$ cat src/rtl/text_overlay_engine.sv
//------------------------------------------------------------------------------
// text_overlay_engine : character-cell BCD clock/timer overlay with edit cursor
//   and alarm indicator (indicator + ring FSM built only with ALARM_FLASH_EN).
// Rev 1.0
//------------------------------------------------------------------------------
`default_nettype none

module text_overlay_engine #(
  parameter int NUM_FIELDS     = 9,
  parameter int FIELDS_PER_ROW = 3,
  parameter int SCALE_LOG2     = 2,
  parameter int BLINK_DIV      = 50_000_000,
  parameter int ALARM_COL      = 4
) (
  input  logic                    clk_i,
  input  logic                    rst_ni,
  input  logic [9:0]              pix_x,
  input  logic [9:0]              pix_y,
  input  logic                    video_on_i,
  input  logic [8*NUM_FIELDS-1:0] digits_i,
  input  logic [3:0]              sel_i,
  input  logic                    cursor_en_i,
  input  logic                    alarm_i,
  input  logic                    alarm_ack_i,
  output logic [10:0]             font_addr_o,
  input  logic [7:0]              font_word_i,
  output logic                    text_on_o,
  output logic [2:0]              text_rgb_o
);

  localparam int         S        = SCALE_LOG2;
  localparam int         CNT_W    = $clog2(BLINK_DIV);
  localparam int         NUM_ROWS = (NUM_FIELDS + FIELDS_PER_ROW - 1) / FIELDS_PER_ROW;
  localparam logic [9:0] IND_ROW  = 10'(2 * NUM_ROWS);
  localparam logic [9:0] IND_COL  = 10'(ALARM_COL);

  typedef struct packed {
    logic       von;
    logic       glyph;
    logic [2:0] bg;
    logic [2:0] bit_idx;
    logic       ind;
    logic [2:0] ind_rgb;
  } attr_t;

  function automatic logic [6:0] bcd_char(input logic [3:0] d);
    return (d > 4'd9) ? 7'h3F : {3'b011, d};
  endfunction

  // Free-running blink timebase, independent of the raster position
  logic [CNT_W-1:0] cnt_q, cnt_d;
  logic             blink_q, blink_d;

  always_comb begin
    cnt_d   = cnt_q + 1'b1;
    blink_d = blink_q;
    if (cnt_q == CNT_W'(BLINK_DIV - 1)) begin
      cnt_d   = '0;
      blink_d = ~blink_q;
    end
  end

  always_ff @(posedge clk_i or negedge rst_ni) begin
    if (!rst_ni) begin
      cnt_q   <= '0;
      blink_q <= 1'b0;
    end else begin
      cnt_q   <= cnt_d;
      blink_q <= blink_d;
    end
  end

`ifdef ALARM_FLASH_EN
  typedef enum logic [1:0] {
    RING_IDLE    = 2'd0,
    RING_RINGING = 2'd1,
    RING_ACKED   = 2'd2
  } ring_state_e;

  ring_state_e state_q, state_d;

  always_ff @(posedge clk_i or negedge rst_ni) begin
    if (!rst_ni) state_q <= RING_IDLE;
    else         state_q <= state_d;
  end

  // Dropping the alarm takes priority over an acknowledge in the same cycle
  always_comb begin
    state_d = state_q;
    case (state_q)
      RING_IDLE:    if (alarm_i && !alarm_ack_i) state_d = RING_RINGING;
      RING_RINGING: begin
        if (!alarm_i)         state_d = RING_IDLE;
        else if (alarm_ack_i) state_d = RING_ACKED;
      end
      RING_ACKED:   if (!alarm_i) state_d = RING_IDLE;
      default:      state_d = RING_IDLE;
    endcase
  end
`else
  logic unused_alarm;
  assign unused_alarm = alarm_i ^ alarm_ack_i;
`endif

  // S0: cell decode
  logic [9:0]  cx, cy;
  logic [6:0]  char_d;
  attr_t       s1_d, s1_q, s2_d, s2_q;
  logic [10:0] font_addr_d, font_addr_q;

  assign cx = pix_x >> (3 + S);
  assign cy = pix_y >> (4 + S);

  always_comb begin
    char_d       = 7'h00;
    s1_d         = '0;
    s1_d.von     = video_on_i;
    s1_d.bit_idx = pix_x[2+S:S];
    for (int f = 0; f < NUM_FIELDS; f++) begin
      if (cy == 10'(2 * (f / FIELDS_PER_ROW) + 1)) begin
        if (cx == 10'(2 + 3 * (f % FIELDS_PER_ROW))) begin
          char_d     = bcd_char(digits_i[8*f+4 +: 4]);
          s1_d.glyph = 1'b1;
          if (cursor_en_i && (sel_i == 4'(f)) && blink_q) s1_d.bg = 3'b101;
        end else if (cx == 10'(3 + 3 * (f % FIELDS_PER_ROW))) begin
          char_d     = bcd_char(digits_i[8*f +: 4]);
          s1_d.glyph = 1'b1;
          if (cursor_en_i && (sel_i == 4'(f)) && blink_q) s1_d.bg = 3'b101;
        end else if ((cx == 10'(4 + 3 * (f % FIELDS_PER_ROW))) &&
                     ((f % FIELDS_PER_ROW) != FIELDS_PER_ROW - 1) &&
                     (f != NUM_FIELDS - 1)) begin
          char_d     = 7'h3A;
          s1_d.glyph = 1'b1;
        end
      end
    end
`ifdef ALARM_FLASH_EN
    if ((cy == IND_ROW) && (cx == IND_COL)) begin
      s1_d.ind     = 1'b1;
      s1_d.ind_rgb = (state_q == RING_RINGING) ? (blink_q ? 3'b010 : 3'b100) : 3'b110;
    end
`endif
  end

  always_comb begin
    font_addr_d = {char_d, pix_y[3+S:S]};
    s2_d        = s1_q;
  end

  // S1 holds the ROM address; S2 lines the attributes up with the ROM data
  always_ff @(posedge clk_i or negedge rst_ni) begin
    if (!rst_ni) begin
      font_addr_q <= '0;
      s1_q        <= '0;
      s2_q        <= '0;
    end else begin
      font_addr_q <= font_addr_d;
      s1_q        <= s1_d;
      s2_q        <= s2_d;
    end
  end

  assign font_addr_o = font_addr_q;

  // S2: pixel select
  logic px;
  always_comb begin
    px         = font_word_i[3'd7 - s2_q.bit_idx];
    text_on_o  = 1'b0;
    text_rgb_o = 3'b000;
    if (s2_q.von) begin
      if (s2_q.ind) begin
        text_on_o  = 1'b1;
        text_rgb_o = s2_q.ind_rgb;
      end else if (s2_q.glyph) begin
        if (px) begin
          text_on_o  = 1'b1;
          text_rgb_o = 3'b100;
        end else if (s2_q.bg != 3'b000) begin
          text_on_o  = 1'b1;
          text_rgb_o = s2_q.bg;
        end
      end
    end
  end

endmodule

`default_nettype wire

$ cat config.mk
export PLATFORM = sky130hd
export DESIGN_NAME = text_overlay_engine
export DESIGN_NICKNAME = d
export VERILOG_FILES = /design/src/rtl/text_overlay_engine.sv
export SDC_FILE = /design/constraint.sdc
export NUM_CORES = 1
export LEC_CHECK = 0
export CORE_ASPECT_RATIO = 0.7
export CORE_MARGIN = 2
export CORE_UTILIZATION = 46
export CTS_BUF_LIST = sky130_fd_sc_hd__clkbuf_8
export DETAILED_ROUTE_END_ITERATION = 7
export PLACE_DENSITY = 0.83
export SKIP_CTS_REPAIR_TIMING = 1
export SYNTH_ARGS = -nofsm -noshare
export SYNTH_HDL_FRONTEND = slang
export SYNTH_SLANG_ARGS = --single-unit
$ cat constraint.sdc
create_clock -name clk_i -period 2 [get_ports clk_i]
set_input_delay 0.4 -clock clk_i [delete_from_list [all_inputs] [get_ports clk_i]]
set_output_delay 0.4 -clock clk_i [all_outputs]
set_load 0.03 [all_outputs]
* Word level (Yosys, flattened, before mapping)
Cells that the tools add are included.
Storage, ports and cells: input port bits 110, logic and storage cells 183, bits in registers 54
Operators by class: reduce and logical (&&, ||, !) cells 20, eq/ne operators 20, bitwise operators 1, muxes and demuxes 110, order comparisons 19, $add $sub $neg 2
Operator list (count):
- two-way mux 7 bit | 29
- two-way mux 4 bit | 39
- > comparator 4 bit (second input constant) | 18
- two-way mux 3 bit | 19
- adder 26 x 1 -> 26 bit (second input constant) | 1
- == test 26 bit (second input constant) | 1
- two-way mux 26 bit | 1
- two-way mux 6 bit | 4
- == test 4 x 3 -> 1 bit (second input constant) | 5
- == test 5 x 3 -> 1 bit (second input constant) | 4
- logical AND 1 bit | 18
- two-way mux 1 bit | 17
- == test 4 x 2 -> 1 bit (second input constant) | 3
- == test 5 x 2 -> 1 bit (second input constant) | 2
- == test 5 x 4 -> 1 bit (second input constant) | 2
- == test 4 x 1 -> 1 bit (second input constant) | 2
- == test 4 bit (second input constant) | 1
- logical NOT 4 bit | 1
- < comparator 3 x 4 -> 1 bit (second input constant) | 1
- binary-select mux 1 bit (select 3 bit) | 1
- nonzero test 3 bit | 1
- subtractor 3 bit (first input constant) | 1
- inverter 1 bit | 1

* Logic depth before layout (Yosys ltp)
depth after elaboration 39, depth in mapped cells 8

* Worst setup path before layout
OpenSTA, ideal clock, no wires.
path type flip-flop to output port, from register s2_q[4] (netlist name), to output port text_rgb_o[2], cell stages (with the launch flop) 5, data arrival time 1.608 ns, path slack -0.008 ns, path buffers 1, required time 1.600 ns, cells stage by stage dfrtp_1 mux4_2 mux2i_1 a21oi_1 buf_4
On the way: longest elaborated chain between the ends 6
Ends and longest elaborated chain:
- start, declared | line 108 | attr_t s1_d, s1_q, s2_d, s2_q;
- start signal, assigned | line 155 | s2_q <= '0;
- start signal, assigned | line 159 | s2_q <= s2_d;
- subtractor 3 bit | line 168 | px = font_word_i[3'd7 - s2_q.bit_idx];
- binary-select mux 1 bit (select 3 bit) | line 168
- two-way mux 1 bit (implied by the code) | line 168
- two-way mux 3 bit | line 176 | if (px) begin
- two-way mux 3 bit | line 175 | end else if (s2_q.glyph) begin
- two-way mux 3 bit | line 171 | if (s2_q.von) begin
- end, declared | line 28 | output logic [2:0] text_rgb_o
Every way passes these cells. The select of a mux whose other input is x is not followed.

* Final worst setup path
from register s2_q[4] (netlist name), to output port text_rgb_o[0]
Same word-level chain as after synthesis.

==> flow_metrics.py <==
metrics = {
    "global_route": {
        "grt_pass1_wl_um": 17600,
        "grt_max_degree": 20,
        "antenna_found_initial": 0,
        "grt_usage_pct": 29.2,
        "gr-total-overflow": 0,
        "first_global_vias": 3508,
    },
    "power": {
        "pwr-share-comb_pct": 26.3,
        "p_sw_share_pct": 26.7,
        "clkPwrFrac_pct": 31.0,
        "switching_power_w": 0.000608,
        "leakage_nw": 2.21,
        "power_density_nw_per_um2": 445,
        "p_seq_share_pct": 42.6,
        "peakVddDrop_mv": 0.429,
        "intPower_w": 0.00167,
    },
    "critical_path": {
        "worst_setup_path_start_kind": "flop",
        "critical_path_class": "flop to output port",
        "crit_fanout": 2,
        "critPathArrivalTime_ns": 1.78,
        "worst-r2r-setup-slack_ns": 0.16,
        "crit_path_end_kind": "output port",
        "r2r-start": "cnt_q[7]",
        "rr_worst_depth": 5,
        "cp.required_ns": 1.60,
        "r2r-end": "cnt_q[24]",
    },
    "clocking": {
        "clk_latency_ns": 0.30,
        "path_clk_slew_ns": 0.10,
        "cts_root_buf": "clkbuf_8",
        "cts.sink_count": 47,
        "numCtsBuffers": 5,
        "cts_max_path_buffers": 2,
        "h-tree-depth": 2,
        "cts_tree": "done",
    },
    "logic_synthesis": {
        "synthXorXnorAreaFrac_pct": 6.85,
        "netlist-cell-type-count": 64,
        "synthMuxAreaShare_pct": 3.01,
        "yosysSeqAreaShare_pct": 36.8,
        "syn_avg_cell_area_um2": 8.64,
        "synth_flop_cell": "dfrtp_1",
        "ys_async_sr_fraction_pct": 100,
        "yosys_warnings": 0,
        "yosys.area_share.simple_pct": 24.3,
        "syn_inst": 370,
        "synth-adder-area-share_pct": 0.392,
        "syn_area_um2": 3200,
        "synth_compound_area_share_pct": 24.1,
        "synth_edf_count": 0,
        "synth-seq-cells": 47,
        "synth_top_family_by_area": "simple AND/OR/NAND/NOR gates",
    },
    "worst_hold_path": {
        "hold_class": "input pin to asynchronous set/reset pin",
    },
    "die": {
        "num_rows": 25,
        "core_area_um2": 6730,
        "fp.dieH_um": 73.7,
        "die_x_um": 104,
        "io_pins": 125,
        "start_util_pct": 47.5,
        "die_area_um2": 7640,
    },
    "detailed_routing": {
        "vias": 3648,
        "drc": 0,
        "final_antenna_net_count": 0,
        "drt_iter0_drc": 352,
        "wl_per_cell_um": 17.9,
        "routed_wl_um": 11300,
        "viasPerCell": 5.76,
        "drtPass1Iterations": 6,
    },
    "placed_design": {
        "place_congestion": 1.10,
        "portBuffers": 116,
        "dp.cells": 622,
        "dp_hpwl_um": 9110,
    },
    "timing": {
        "setup_slack_ns": -0.183,
        "fin_skew_ns": 0.0116,
        "finalSetupViolations": 3,
        "rsz0062_at_grt": "yes",
        "fin_crit_ns": 2.18,
        "finalCritPeriodShare_pct": 109,
        "max_freq_mhz": 458,
        "hold_slack_ns": -0.00602,
        "drv_slew": 0,
        "hold_viol": 16,
    },
    "final_layout": {
        "layout.cells.non_filler": 633,
        "drive_gt1_share_pct": 19.5,
        "num_antenna_cells": 0,
        "layout.nets": 649,
        "final_cell_mix": "clkdlybuf4s50_1 (99), buf_4 (58), dfrtp_1 (47), nor2_1 (34), a21oi_1 (34)",
        "fillers": 504,
        "final_core_util_pct": 76.2,
        "synthToLayoutAreaGrowth_pct": 60.5,
        "final_common_cell": "clkdlybuf4s50_1",
    },
    "run": {
        "max_cap_viol_count": 0,
    },
    "outcome": {
        "violations": "negative hold slack, negative setup slack",
        "outcome": "finished with violations",
    },
}
==> flip-flops by register name, indices dropped and copies added, names as in the netlist <==
name / flops
cnt_q: 26
font_addr_o: 8
s1_q: 6
s2_q: 6
blink_q: 1
==> layer usage <==
metal  wire [um]  global-route usage (%)  vias to the layer above
met1        4940                    39.6                     1685
met5           0                       0                        -
li1            -                       -                     1708
met3        1150                    7.90                       36
met2        4970                    47.5                      219
met4         262                    6.31                        0
==> cell usage after synthesis (all sizes together) (2+ instances only) <==
master,instances,area (um2)
nor4b,4,41.3
nor3,16,95.1
inv,9,33.8
a22o,2,17.5
mux2i,4,40.0
a31oi,5,31.3
and4,2,20.0
nand2,25,93.8
o211ai,2,15.0
nand3,16,85.1
nor2,36,138
clkbuf,4,15.0
nand3b,9,67.6
a21oi,36,184
o21a,6,45.0
o22a,2,17.5
a32oi,3,26.3
and3,4,25.0
mux4,2,45.0
o311ai,2,17.5
nand4,4,31.3
nand2b,8,50.1
nor2b,3,18.8
xor2,16,140
o22ai,3,18.8
dfrtp,47,1180
o21ai,28,140
a211o,2,17.5
buf,15,92.6
a22oi,3,22.5
o31ai,2,15.0
a311o,2,20.0
nor4,5,31.3
o2111ai,3,26.3
nor3b,3,27.5
xnor2,9,78.8
a211oi,13,97.6
==> through the flow <==
step / TNS, ns / setup slack (ns) / total power, W / instance area [um2]
global route: -0.548 / -0.261 / 0.00237 / 5130
floorplan: 0 / 0.152 / 0.00117 / 3200
detailed placement: -3.76 / -0.607 / 0.00155 / 4820
global placement: -3.54 / -0.550 / 0.00154 / 4820
finish: -0.346 / -0.183 / 0.00228 / 5130
CTS: -2.18 / -0.601 / 0.00225 / 4930
==> worst max path at each step <==
stage                    from             to  slack [ns]  cells after the start
6_report              s2_q[4]  text_rgb_o[0]       -0.18                      4
5_1_grt               s2_q[4]  text_rgb_o[0]       -0.26                      4
4_1_cts        font_word_i[0]      text_on_o       -0.60                      5
3_5_place_dp   font_word_i[0]      text_on_o       -0.61                      5
3_3_place_gp   font_word_i[0]  text_rgb_o[2]       -0.55                      5
2_1_floorplan         s2_q[4]  text_rgb_o[0]        0.15                      3
==> logic make-up after synthesis <==
group,after synthesis
flops,47
compound gates,120
mux,7
xor+xnor,25
simple gates,141
fa+ha+maj,1
other cells,1
buf+inv,28
==> area by class of cell <==
type	instances	area, um2	share of cell area, %
sequential	47	1180	22.9
clock buffer	5	68.8	1.34
inverter	9	33.8	0.659
timing repair buffer	179	1680	32.7
tap	94	118	2.29
clock inverter	3	46.3	0.903
multi-input combinational	296	2010	39.1
==> power groups by stage <==
stage,Clock (W),Combinational [W],Sequential [W]
2_1_floorplan,0,0.000171,0.00100
3_5_place_dp,0,0.000559,0.000990
3_3_place_gp,0,0.000551,0.000990
5_1_grt,0.000752,0.000640,0.000974
6_report,0.000708,0.000601,0.000972
4_1_cts,0.000720,0.000561,0.000971
==> worst max-delay path, stage by stage (launching register included) <==
cell	delay, ns
dfrtp_1	0.40
mux4_2	0.56
mux2i_4	0.17
and4_1	0.21
buf_6	0.13
Note: power is estimated with default switching activity, not from simulation.
